--- src/rtl/pipe_scheduler.sv ---
// pipe_scheduler
//   Game-flow controller for the pipe obstacle datapath. Runs the
//   IDLE/RUN/DEAD state machine, gates pipe scrolling, picks a new
//   pseudo-random gap height each time a pipe wraps and counts score as pipes
//   pass the bird.
// Ports
//   clk           system clock
//   Reset         asynchronous reset, active low
//   Button        flap/start button, active low, asynchronous to clk
//   Collide       bird hit pipe or ground, active high, clk-synchronous
//   PipesPosition current pipe x from the pipe drawer
//   PipesLong     gap top y for the pipe drawer
//   Status        1 while pipes may scroll (RUN)
//   ScrollTick    one-clk pulse every TICK_DIV clks
//   Score         pipes passed, saturating at 255
//   State         00 IDLE, 01 RUN, 10 DEAD
module pipe_scheduler #(
  parameter int unsigned   TICK_DIV   = 65536,
  parameter int unsigned   GAP_MIN    = 40,
  parameter int unsigned   GAP_RANGE  = 128,
  parameter int unsigned   INIT_GAP   = 120,
  parameter int unsigned   BIRD_X     = 100,
  parameter int unsigned   PIPE_W     = 90,
  parameter int unsigned   HOLD_TICKS = 64,
  parameter logic [7:0]    LFSR_SEED  = 8'hA5
) (
  input  logic        clk,
  input  logic        Reset,
  input  logic        Button,
  input  logic        Collide,
  input  logic [15:0] PipesPosition,
  output logic [15:0] PipesLong,
  output logic        Status,
  output logic        ScrollTick,
  output logic [7:0]  Score,
  output logic [1:0]  State
);

  localparam int TW = (TICK_DIV > 2) ? $clog2(TICK_DIV) : 1;
  localparam int HW = $clog2(HOLD_TICKS + 1);

  typedef enum logic [1:0] {
    ST_IDLE = 2'b00,
    ST_RUN  = 2'b01,
    ST_DEAD = 2'b10
  } state_t;

  state_t        r_state;
  logic          r_status;
  logic [7:0]    r_score;
  logic [15:0]   r_pipes_long;
  logic [HW-1:0] r_hold;
  logic [TW-1:0] r_tick_cnt;
  logic          r_tick;
  logic [7:0]    r_lfsr;
  logic          r_btn_sync1;
  logic          r_btn_sync2;
  logic          r_btn_prev;
  logic [15:0]   r_pos_prev;

  logic          w_press;
  logic          w_wrap;
  logic          w_passed;
  logic [15:0]   w_new_gap;

  // Button idles high, so a press is a falling edge of the synchronised level.
  assign w_press = r_btn_prev & ~r_btn_sync2;

  // A pipe leaving the left edge reappears on the right: position jumps up.
  assign w_wrap = (PipesPosition > r_pos_prev);

  // Right edge of the pipe crossed the bird's x between last clk and now.
  assign w_passed = (({1'b0, r_pos_prev} + 17'(PIPE_W)) >= 17'(BIRD_X)) &&
                    (({1'b0, PipesPosition} + 17'(PIPE_W)) < 17'(BIRD_X));

  assign w_new_gap = 16'(GAP_MIN) + {8'd0, (r_lfsr & 8'(GAP_RANGE - 1))};

  // Button synchroniser plus edge register, pipe position history, LFSR.
  always_ff @(posedge clk or negedge Reset) begin
    if (!Reset) begin
      r_btn_sync1 <= 1'b1;
      r_btn_sync2 <= 1'b1;
      r_btn_prev  <= 1'b1;
      r_pos_prev  <= '0;
      r_lfsr      <= LFSR_SEED;
    end else begin
      r_btn_sync1 <= Button;
      r_btn_sync2 <= r_btn_sync1;
      r_btn_prev  <= r_btn_sync2;
      r_pos_prev  <= PipesPosition;
      r_lfsr      <= {r_lfsr[6:0], r_lfsr[7] ^ r_lfsr[5] ^ r_lfsr[4] ^ r_lfsr[3]};
    end
  end

  // Tick is registered one count early so it is high exactly while the
  // counter holds TICK_DIV-1.
  always_ff @(posedge clk or negedge Reset) begin
    if (!Reset) begin
      r_tick_cnt <= '0;
      r_tick     <= 1'b0;
    end else begin
      if (r_tick_cnt == TW'(TICK_DIV - 1)) begin
        r_tick_cnt <= '0;
      end else begin
        r_tick_cnt <= r_tick_cnt + 1'b1;
      end
      r_tick <= (r_tick_cnt == TW'(TICK_DIV - 2));
    end
  end

  // Game-flow FSM with registered outputs.
  always_ff @(posedge clk or negedge Reset) begin
    if (!Reset) begin
      r_state      <= ST_IDLE;
      r_status     <= 1'b0;
      r_score      <= '0;
      r_pipes_long <= 16'(INIT_GAP);
      r_hold       <= '0;
    end else begin
      case (r_state)
        ST_IDLE: begin
          if (w_press) begin
            r_state  <= ST_RUN;
            r_status <= 1'b1;
          end else begin
            r_status <= 1'b0;
          end
        end
        ST_RUN: begin
          if (Collide) begin
            // Collision wins over any same-cycle wrap or crossing.
            r_state  <= ST_DEAD;
            r_status <= 1'b0;
            r_hold   <= '0;
          end else begin
            r_status <= 1'b1;
            if (w_wrap) begin
              r_pipes_long <= w_new_gap;
            end
            if (w_passed && (r_score != 8'hFF)) begin
              r_score <= r_score + 8'd1;
            end
          end
        end
        ST_DEAD: begin
          r_status <= 1'b0;
          if (r_tick && (r_hold != HW'(HOLD_TICKS))) begin
            r_hold <= r_hold + 1'b1;
          end
          if (w_press && (r_hold == HW'(HOLD_TICKS))) begin
            r_state      <= ST_IDLE;
            r_score      <= '0;
            r_pipes_long <= 16'(INIT_GAP);
          end
        end
        default: begin
          // Unused encoding recovers to IDLE.
          r_state  <= ST_IDLE;
          r_status <= 1'b0;
        end
      endcase
    end
  end

  assign PipesLong  = r_pipes_long;
  assign Status     = r_status;
  assign ScrollTick = r_tick;
  assign Score      = r_score;
  assign State      = r_state;

endmodule

--- config.mk ---
export PLATFORM = sky130hd
export DESIGN_NAME = pipe_scheduler
export DESIGN_NICKNAME = d
export VERILOG_FILES = /design/src/rtl/pipe_scheduler.sv
export SDC_FILE = /design/constraint.sdc
export NUM_CORES = 1
export LEC_CHECK = 0
export ABC_CLOCK_PERIOD_IN_PS = 2900
export BUFFER_PORTS_ARGS = -buffer_cell sky130_fd_sc_hd__buf_4
export CORE_MARGIN = 8
export CORE_UTILIZATION = 58
export CTS_CLUSTER_SIZE = 40
export DETAILED_ROUTE_END_ITERATION = 12
export PLACE_DENSITY_LB_ADDON = 0.15
export SLEW_MARGIN = 20
export SYNTH_ARGS = -nofsm -noshare
export SYNTH_HDL_FRONTEND = slang
export SYNTH_SLANG_ARGS = --single-unit
--- constraint.sdc ---
create_clock -name clk -period 2.9 [get_ports clk]
set_clock_uncertainty 0.2 [all_clocks]
set_input_delay 0.29 -clock clk [delete_from_list [all_inputs] [get_ports clk]]
set_output_delay 0.29 -clock clk [all_outputs]
set_load 0.01 [all_outputs]
Yosys cells after proc, flatten, opt, wreduce, memory -nomap -nowiden
Cells that the tools add are included.
{ "word_totals": {"mem_bits_rw": 0, "register_bits": 78, "latch_bits": 0, "mem_count": 0, "mem_bits_ro": 0, "out_inout_bits": 28} }
{ "op_classes": {"magnitude_cmp": 3, "n_div": 0, "mul": 0, "addsub": 6, "eq_ne": 14, "reduce_logical": 10, "n_shift": 0, "n_bitwise": 5, "n_mux": 19} }
{ "ops": {"columns": ["operator", "count"], "rows": [
  ["16-bit 2-to-1 mux", 4],
  ["16-bit by 7-bit adder with 17-bit output, second input constant", 2],
  ["16-bit == test, second input constant", 2],
  ["16-bit case mux with 2 select lines", 1],
  ["8-bit 2-to-1 mux", 3],
  ["17-bit by 7-bit >= comparator with 1-bit output, second input constant", 1],
  ["17-bit by 7-bit < comparator with 1-bit output, second input constant", 1],
  ["16-bit by 1-bit adder with 16-bit output, second input constant", 1],
  ["16-bit > comparator", 1],
  ["8-bit case mux with 2 select lines", 1],
  ["7-bit 2-to-1 mux", 2],
  ["2-bit != test, second input constant", 7],
  ["7-bit case mux with 2 select lines", 1],
  ["6-bit by 7-bit adder with 8-bit output, first input constant", 1],
  ["8-bit by 1-bit adder with 8-bit output, second input constant", 1],
  ["8-bit != test, second input constant", 1],
  ["4-bit AND reduction", 2],
  ["7-bit by 1-bit adder with 7-bit output, second input constant", 1],
  ["7-bit == test, second input constant", 1],
  ["7-bit != test, second input constant", 1],
  ["2-bit 2-to-1 mux", 3],
  ["2-bit case mux with 3 select lines", 1],
  ["3-bit AND reduction", 2],
  ["1-bit logical AND", 4],
  ["9 further kinds", 12]
]} }

Logic depth before layout (Yosys ltp)
Gate-level depths: netlist of run 1.
{ "depth": {"depth_word": 7, "depth_mapped": 10, "depth_no_buf": 9} }

Worst setup path before layout of run 1
OpenSTA, ideal clock, no wires.
{ "synth_path": {"path_kind": "register to register", "start": "register r_pos_prev[9]", "end": "register r_pipes_long[3], in the netlist PipesLong[3]", "t_arrival_ps": 2365, "path_stages_with_launch": 10, "slack_ps": 258, "path_buffers": 0, "setup_ps": 77, "path_cell_list": "dfrtp_1 -> inv_1 -> ha_1 -> a21o_1 -> a21o_1 -> a211o_1 -> o211ai_1 -> a21oi_1 -> o311ai_2 -> mux2i_1"} }
{ "synth_between": {"elab_chain_cells": 3} }
{ "synth_rtl": {"columns": ["element", "line", "rtl"], "rows": [
  ["start: declaration", "59", "logic [15:0] r_pos_prev;"],
  ["start signal: assignment", "90", "r_pos_prev <= PipesPosition;"],
  ["16-bit > comparator", "70", "assign w_wrap = (PipesPosition > r_pos_prev);"],
  ["2-bit != test (no line)", null, null],
  ["4-bit AND reduction (no line)", null, null],
  ["end signal: assignment", "117", "r_pipes_long <= 16'(INIT_GAP);"],
  ["end signal: assignment", "138", "r_pipes_long <= w_new_gap;"],
  ["end signal: assignment", "153", "r_pipes_long <= 16'(INIT_GAP);"],
  ["end: declaration", "51", "logic [15:0] r_pipes_long;"]
]} }
Every way passes these cells.
A chain may end at the register's enable or synchronous reset.

Worst setup path in the final report of run 1
{ "layout_path": {"start": "input PipesPosition[4]", "end": "register r_score[6], in the netlist Score[6]"} }
{ "layout_between": {"elab_chain_cells": 6} }
{ "layout_rtl": {"columns": ["element", "line", "rtl"], "rows": [
  ["start: declaration", "31", "input logic [15:0] PipesPosition,"],
  ["16-bit by 7-bit adder with 17-bit output", "74", "(({1'b0, PipesPosition} + 17'(PIPE_W)) < 17'(BIRD_X));"],
  ["17-bit by 7-bit < comparator with 1-bit output", "74", null],
  ["1-bit logical AND", "73", "assign w_passed = (({1'b0, r_pos_prev} + 17'(PIPE_W)) >= 17'(BIRD_X)) &&"],
  ["1-bit logical AND", "140", "if (w_passed && (r_score != 8'hFF)) begin"],
  ["2-bit != test (no line)", null, null],
  ["4-bit AND reduction (no line)", null, null],
  ["end signal: assignment", "141", "r_score <= r_score + 8'd1;"],
  ["end: declaration", "50", "logic [7:0] r_score;"]
]} }
Every way passes these cells.

==> flow_summary.ini, run 1 <==
[setup_path]
worst-path-max-fanout = 7
startpoint_type = input port
critPathLaunch = PipesPosition[4]
r2r_start = r_pos_prev[9]
crit_end_category = flip-flop
worst-endpoint-required_ps = 2980
crit_arrival_ps = 2970
timing_worst_setup_path_type = input port to flip-flop

[clock_tree]
cts_buffer_depth = 2
tritoncts = yes
cts_max_level = 3
cts.root.buffer_cell = sky130_fd_sc_hd__clkbuf_8
numCtsBuffers = 9
clkLatencyLatePin_ps = 340
clock_pin_slew_of_the_registers_on_the_worst_case_setup_and_hold_paths_ps = 80
cts.sinks = 70

[die]
die_height_um = 97.9
dieArea_sq_um = 9590
floorplan.initialDensity_pct = 58.6
boundary_pin_count = 48
std_cell_rows = 30
die_x_um = 97.9
core-area_sq_um = 6640

[finish]
antennaDiodeCount = 0
final_cell_utilization_of_the_core_pct = 71.5
filler_cell_count = 486
nNetsFinal = 508
area_growth_synth_to_finish_pct = 22.1
stdcell_area_sq_um = 4750
post_route_cells_drive_above_1_share_pct = 18.8

[power_and_ir_drop]
worst_ir_drop_vdd_mv = 0.315
pwr_cell_area_nw_per_um2 = 424
power_leakage_uw = 0.00219

[global_routing]
grt_remaining_overflow = 0
grt_pass1_wl_um = 14500
groute.usage.overall_pct = 18.3
grt_start_max_net_pins = 71
grt_antenna_before_repair = 0
grt_pass1_vias = 3075

[routing]
firstDrtPassIters = 4
m1WireLength_um = 3840
drtIter0Drc = 150
final_antenna_net_count = 0
wl_met2_um = 4250
avgRoutedWirePerCell_um = 15.9
route.detailed.drc = 0
highest-signal-layer = met4
routed-via-count = 3180
routed_via_density = 5.79
drt_total_wl_um = 8730
wl_met3_um = 438

[sta]
report.final.hold_viol_count = 0
whs_ps = 53.4
finalCriticalPeriod_ps = 2890
maxClockFrequency_mhz = 346
timing.final.crit_share_pct = 99.6
report.final.slew_viol_count = 0
finalSetupTns_ps = 0
finalSetupViolations = 0
final.setup.worst_slack_ps = 11.3
slew_margin_rel_pct = 42.8
tightestPinTransition_ps = 858

[placed_design]
placed_area_sq_um = 4270
numPortBuffers = 39
globalplace.congestion = 0.854
detailedPlace.worstSlack_ps = 33.0
place_hpwl_um = 5910

[hold_path]
holdCritPathClass = input port to flip-flop
worstHoldStart = Collide

[yosys]
async_reset_ff_share_pct = 100
netlist.top_cell.by_area = sky130_fd_sc_hd__dfrtp_1
synth.avg_cell_area_sq_um = 9.88
synth-seq-cells = 70
synth.distinct_cells = 56
synthesis.yosys.warnings = 0
synth_area_leaders = sky130_fd_sc_hd__dfrtp_1 38%, sky130_fd_sc_hd__ha_1 7.7%, sky130_fd_sc_hd__dfstp_2 7.4%
fraction_of_synthesized_cell_area_taken_by_the_top_area_cell_type_pct = 37.9
postSynth.topFlopCell = sky130_fd_sc_hd__dfrtp_1
syn-instance-count = 394
synth_enable_flop_cells = 0
synthesis.area_sq_um = 3890
yosysSeqAreaShare_pct = 45.3

[status]
status = completed

[flow_run]
max-cap-violations = 0
per-stage QoR:
stage	total power, uW	instances
3_5_place_dp	1190	510
3_3_place_gp	1190	510
6_report	2010	549
2_1_floorplan	1120	401
4_1_cts	2020	544
5_1_grt	2110	549
placed cells by master, fill, tap and decap left out, drive strengths merged, types with 7 or more instances in the layout:
cell type	instances
a31oi	9
mux2i	13
ha	24
dfstp	11
a21oi	9
buf	50
xor2	12
and3	10
dfrtp	59
xnor2	12
nand3	24
nand4	14
nor3	7
nor2	30
clkbuf	9
conb	8
dlygate4sd3	18
nand2	30
o21ai	12
inv	24
or4	8
cell type report:
cell class,instances,area [sq um],area share [%]
multi-input combinational,293,2030,42.7
sequential,70,1770,37.1
timing repair buffer,68,572,12.0
clock buffer,9,124,2.61
tap,80,100,2.11
inverter,22,82.6,1.74
clock inverter,7,81.3,1.71
synthesized netlist by cell type, types with 2 or more instances:
master                      instances
sky130_fd_sc_hd__o31ai_1            2
sky130_fd_sc_hd__nand3_1           24
sky130_fd_sc_hd__a221oi_1           2
sky130_fd_sc_hd__xnor2_1           12
sky130_fd_sc_hd__or4_1              8
sky130_fd_sc_hd__and3_1            10
sky130_fd_sc_hd__clkbuf_1           7
sky130_fd_sc_hd__o21ai_1            4
sky130_fd_sc_hd__o211ai_1           3
sky130_fd_sc_hd__inv_1             22
sky130_fd_sc_hd__o21a_1             3
sky130_fd_sc_hd__o21ai_0            8
sky130_fd_sc_hd__ha_1              24
sky130_fd_sc_hd__nor4b_1            2
sky130_fd_sc_hd__and4_1             2
sky130_fd_sc_hd__nand4_1           14
sky130_fd_sc_hd__nand2_1           30
sky130_fd_sc_hd__or3_1              3
sky130_fd_sc_hd__a21oi_1            9
sky130_fd_sc_hd__and2_1             4
sky130_fd_sc_hd__mux2i_1           13
sky130_fd_sc_hd__a211o_1            3
sky130_fd_sc_hd__nor3_1             7
sky130_fd_sc_hd__nand2b_1           3
sky130_fd_sc_hd__xor2_1            12
sky130_fd_sc_hd__nor2b_1            6
sky130_fd_sc_hd__a21o_1             5
sky130_fd_sc_hd__dfstp_2           11
sky130_fd_sc_hd__or4b_1             2
sky130_fd_sc_hd__a31oi_1            9
sky130_fd_sc_hd__nor3b_1            5
sky130_fd_sc_hd__or2_1              2
sky130_fd_sc_hd__nor2_1            30
sky130_fd_sc_hd__dfrtp_1           59
sky130_fd_sc_hd__nand3b_1           2
sky130_fd_sc_hd__nor4_1             4
sky130_fd_sc_hd__o2111ai_1          2
sky130_fd_sc_hd__buf_4              8
power by group:
part / internal [uW] / leakage (uW) / switching, uW / total, uW
Combinational: 91.3 / 0.00131 / 112 / 203
Clock: 407 / 0.0000940 / 399 / 806
Sequential: 991 / 0.000788 / 13.2 / 1000
Total: 1490 / 0.00219 / 524 / 2010
cells by family after synthesis:
group,Yosys count,synth area share (%)
other,1,0.0963
flip-flops,70,45.3
AND/OR/NAND/NOR,160,21.9
AO/OA/AOI/OAI,63,11.3
buffers and inverters,38,4.47
multiplexers,14,3.73
XOR/XNOR,24,5.40
adder cells (fa/ha/maj),24,7.71
registers in the layout, indices dropped and copies added, names as in the netlist:
register / flops
r_btn_sync2: 1
r_btn_sync1: 1
r_lfsr: 8
r_btn_prev: 1
r_hold: 7
Score: 8
ScrollTick: 1
PipesLong: 8
r_pos_prev: 16
Status: 1
State: 2
r_tick_cnt: 16
what timing repair did:
action                                  in CTS  in global routing
endpoints found under the setup margin       0                 11
hold buffers                                18                  0
gates resized for setup                      0                 13
endpoints found under the hold margin       76                  0
buffers inserted                             0                  4
final timing paths:
| path | to | slack (ps) | cells past startpoint |
|---|---|---|---|
| max in group asynchronous | r_pos_prev[12] | 1530 | 2 |
| worst min-delay path | State[1] | 50 | 3 |
| min in group asynchronous | r_tick_cnt[0] | 400 | 2 |
| worst min register to register | r_btn_sync2 | 160 | 0 |
| worst max register to register | PipesLong[3] | 320 | 10 |
| worst max-delay path | Score[6] | 10 | 10 |
per-layer routing:
metal / global-route usage, % / up-vias
met4: 8.63 / 0
met3: 3.98 / 17
met2: 28.9 / 83
li1: - / 1551
met1: 23.4 / 1529
met5: 0 / -
worst max-delay path: stages:
cell,delay (ps)
sky130_fd_sc_hd__dlygate4sd3_1,580
sky130_fd_sc_hd__buf_6,160
sky130_fd_sc_hd__nor4_2,70
sky130_fd_sc_hd__or4b_4,540
sky130_fd_sc_hd__mux2_4,310
sky130_fd_sc_hd__o22ai_2,150
sky130_fd_sc_hd__o2111ai_2,190
sky130_fd_sc_hd__buf_6,180
sky130_fd_sc_hd__or4_1,410
sky130_fd_sc_hd__nand3_1,100
Power figures use the tool's default switching activity.
==> run 2: changes to the inputs <==
- CELL_PAD_IN_SITES_DETAIL_PLACEMENT: default -> 0
- CELL_PAD_IN_SITES_GLOBAL_PLACEMENT: default -> 1
- CORE_UTILIZATION: 58 -> 45
- CTS_CLUSTER_SIZE: 40 -> 28
==> run 2 against run 1 <==
Net effect: utilization shrank 15 points; largest cell class unchanged; final cell count is 6.0% higher; combinational power about the same; routed wire length up 4.7%; highest routed layer unchanged; flip-flop and latch count unchanged; critical path type unchanged; via count up 0.91%; register-to-register slack gained 20 ps.
==> flow_summary.ini, run 2 (same netlist as run 1, synthesis figures left out) <==
[status]
status = completed

[placed_design]
numPortBuffers = 39
globalplace.congestion = 0.851
post-place-cells = 539
placed_area_sq_um = 4310
detailedPlace.worstSlack_ps = 58.4
place_hpwl_um = 6270

[setup_path]
worst-path-max-fanout = 7
crit-reg2reg-capture = Score[3]
critPathLaunch = PipesPosition[4]
timing.critical_path.to = Score[2]
crit_arrival_ps = 2910
worstRegToRegCells = 9
timing_worst_setup_path_type = input port to flip-flop
worst-endpoint-required_ps = 2980
r2r_start = r_pos_prev[1]
startpoint_type = input port
rrSetupSlack_ps = 340
crit_end_category = flip-flop

[hold_path]
holdCritPathClass = input port to flip-flop

[sta]
slew_margin_rel_pct = 40.0
finalSetupTns_ps = 0
final.setup.worst_slack_ps = 70.1
report.final.hold_viol_count = 0
finalSetupViolations = 0
finalCriticalPeriod_ps = 2830
maxClockFrequency_mhz = 353
whs_ps = 43.2
tightestPinTransition_ps = 900
report.final.slew_viol_count = 0
timing.final.crit_share_pct = 97.6

[die]
dieArea_sq_um = 11900
floorplan.initialDensity_pct = 45.5
die_x_um = 109
die_height_um = 109
std_cell_rows = 34
boundary_pin_count = 48
core-area_sq_um = 8550

[global_routing]
grt_antenna_before_repair = 0
grt_pass1_vias = 3092
grt_start_max_net_pins = 71
grt_remaining_overflow = 0
groute.usage.overall_pct = 15.8
grt_pass1_wl_um = 15000

[power_and_ir_drop]
pwr_cell_area_nw_per_um2 = 422
worst_ir_drop_vdd_mv = 0.247
power_leakage_uw = 0.00223

[routing]
wl_met2_um = 4320
routed-via-count = 3209
drt_total_wl_um = 9130
m1WireLength_um = 4180
wl_met3_um = 542
drtIter0Drc = 106
final_antenna_net_count = 0
firstDrtPassIters = 4
highest-signal-layer = met4
routed_via_density = 5.51
route.detailed.drc = 0
avgRoutedWirePerCell_um = 15.7

[clock_tree]
clock_pin_slew_of_the_registers_on_the_worst_case_setup_and_hold_paths_ps = 80
cts_buffer_depth = 2
clkLatencyLatePin_ps = 350
cts_max_level = 3
tritoncts = yes
cts.sinks = 70
cts.root.buffer_cell = sky130_fd_sc_hd__clkbuf_8
numCtsBuffers = 9

[finish]
instances_no_fill = 582
area_growth_synth_to_finish_pct = 23.8
antennaDiodeCount = 0
most-common-layout-cells = 59 x sky130_fd_sc_hd__dfrtp_1, 48 x sky130_fd_sc_hd__buf_4, 30 x sky130_fd_sc_hd__nor2_1, 30 x sky130_fd_sc_hd__nand2_1
stdcell_area_sq_um = 4820
nNetsFinal = 513
largestRegisters = r_pos_prev: 16 flops, r_tick_cnt: 16 flops
layout_commonest_cell = sky130_fd_sc_hd__dfrtp_1
post_route_cells_drive_above_1_share_pct = 19.4

[flow_run]
max-cap-violations = 0
==> run 2: per-layer routing <==
metal | up-vias | track usage [%]
met5 | - | 0
met3 | 7 | 3.37
met4 | 0 | 4.99
met1 | 1555 | 21.2
met2 | 78 | 24.8
li1 | 1569 | -
==> run 2: worst min-delay path by stage <==
stage                      startpoint  slack [ps]  depth (start not counted)      endpoint
after global placement    r_btn_sync1         150                          0   r_btn_sync2
final                         Collide          40                          3      State[1]
after floorplan                 Reset        -210                          0  PipesLong[0]
after detailed placement  r_btn_sync1         150                          0   r_btn_sync2
after CTS                     Collide          20                          3      State[1]
after global routing          Collide          70                          3      State[1]
==> run 2: critical path, cell delays in order <==
cell	delay, ps
sky130_fd_sc_hd__dlygate4sd3_1	570
sky130_fd_sc_hd__buf_6	140
sky130_fd_sc_hd__nor4_2	60
sky130_fd_sc_hd__or4b_4	540
sky130_fd_sc_hd__mux2_4	310
sky130_fd_sc_hd__o22ai_2	150
sky130_fd_sc_hd__o2111ai_2	140
sky130_fd_sc_hd__buf_6	170
sky130_fd_sc_hd__or4b_1	450
sky130_fd_sc_hd__nand3_1	100
==> run 2: area by class of cell <==
| type | count | area, sq um |
|---|---|---|
| Multi-Input combinational cell | 293 | 2020 |
| Inverter | 22 | 82.6 |
| Clock inverter | 7 | 77.6 |
| Tap cell | 108 | 135 |
| Timing Repair Buffer | 73 | 619 |
| Clock buffer | 9 | 124 |
| Sequential cell | 70 | 1770 |
| Fill cell | 769 | 3730 |
==> run 2: what timing repair did <==
item	4_1_cts	5_1_grt
hold buffers	18	0
hold endpoints to repair	76	0
endpoints found under the setup margin	0	8
gates resized for setup	0	13
setup buffers	0	8
==> run 2: power breakdown <==
part | internal (uW) | leakage [uW] | switching (uW)
clock network | 408 | 0.000101 | 414
registers | 991 | 0.000788 | 13.7
logic | 94.2 | 0.00134 | 112
==> run 2: through the flow <==
| stage | utilization (%) | total power [uW] |
|---|---|---|
| after global placement | 50.4 | 1190 |
| after detailed placement | 50.4 | 1190 |
| after global routing | 56.4 | 2130 |
| after floorplan | - | 1120 |
| after CTS | 54.9 | 2050 |
| final | 56.4 | 2030 |
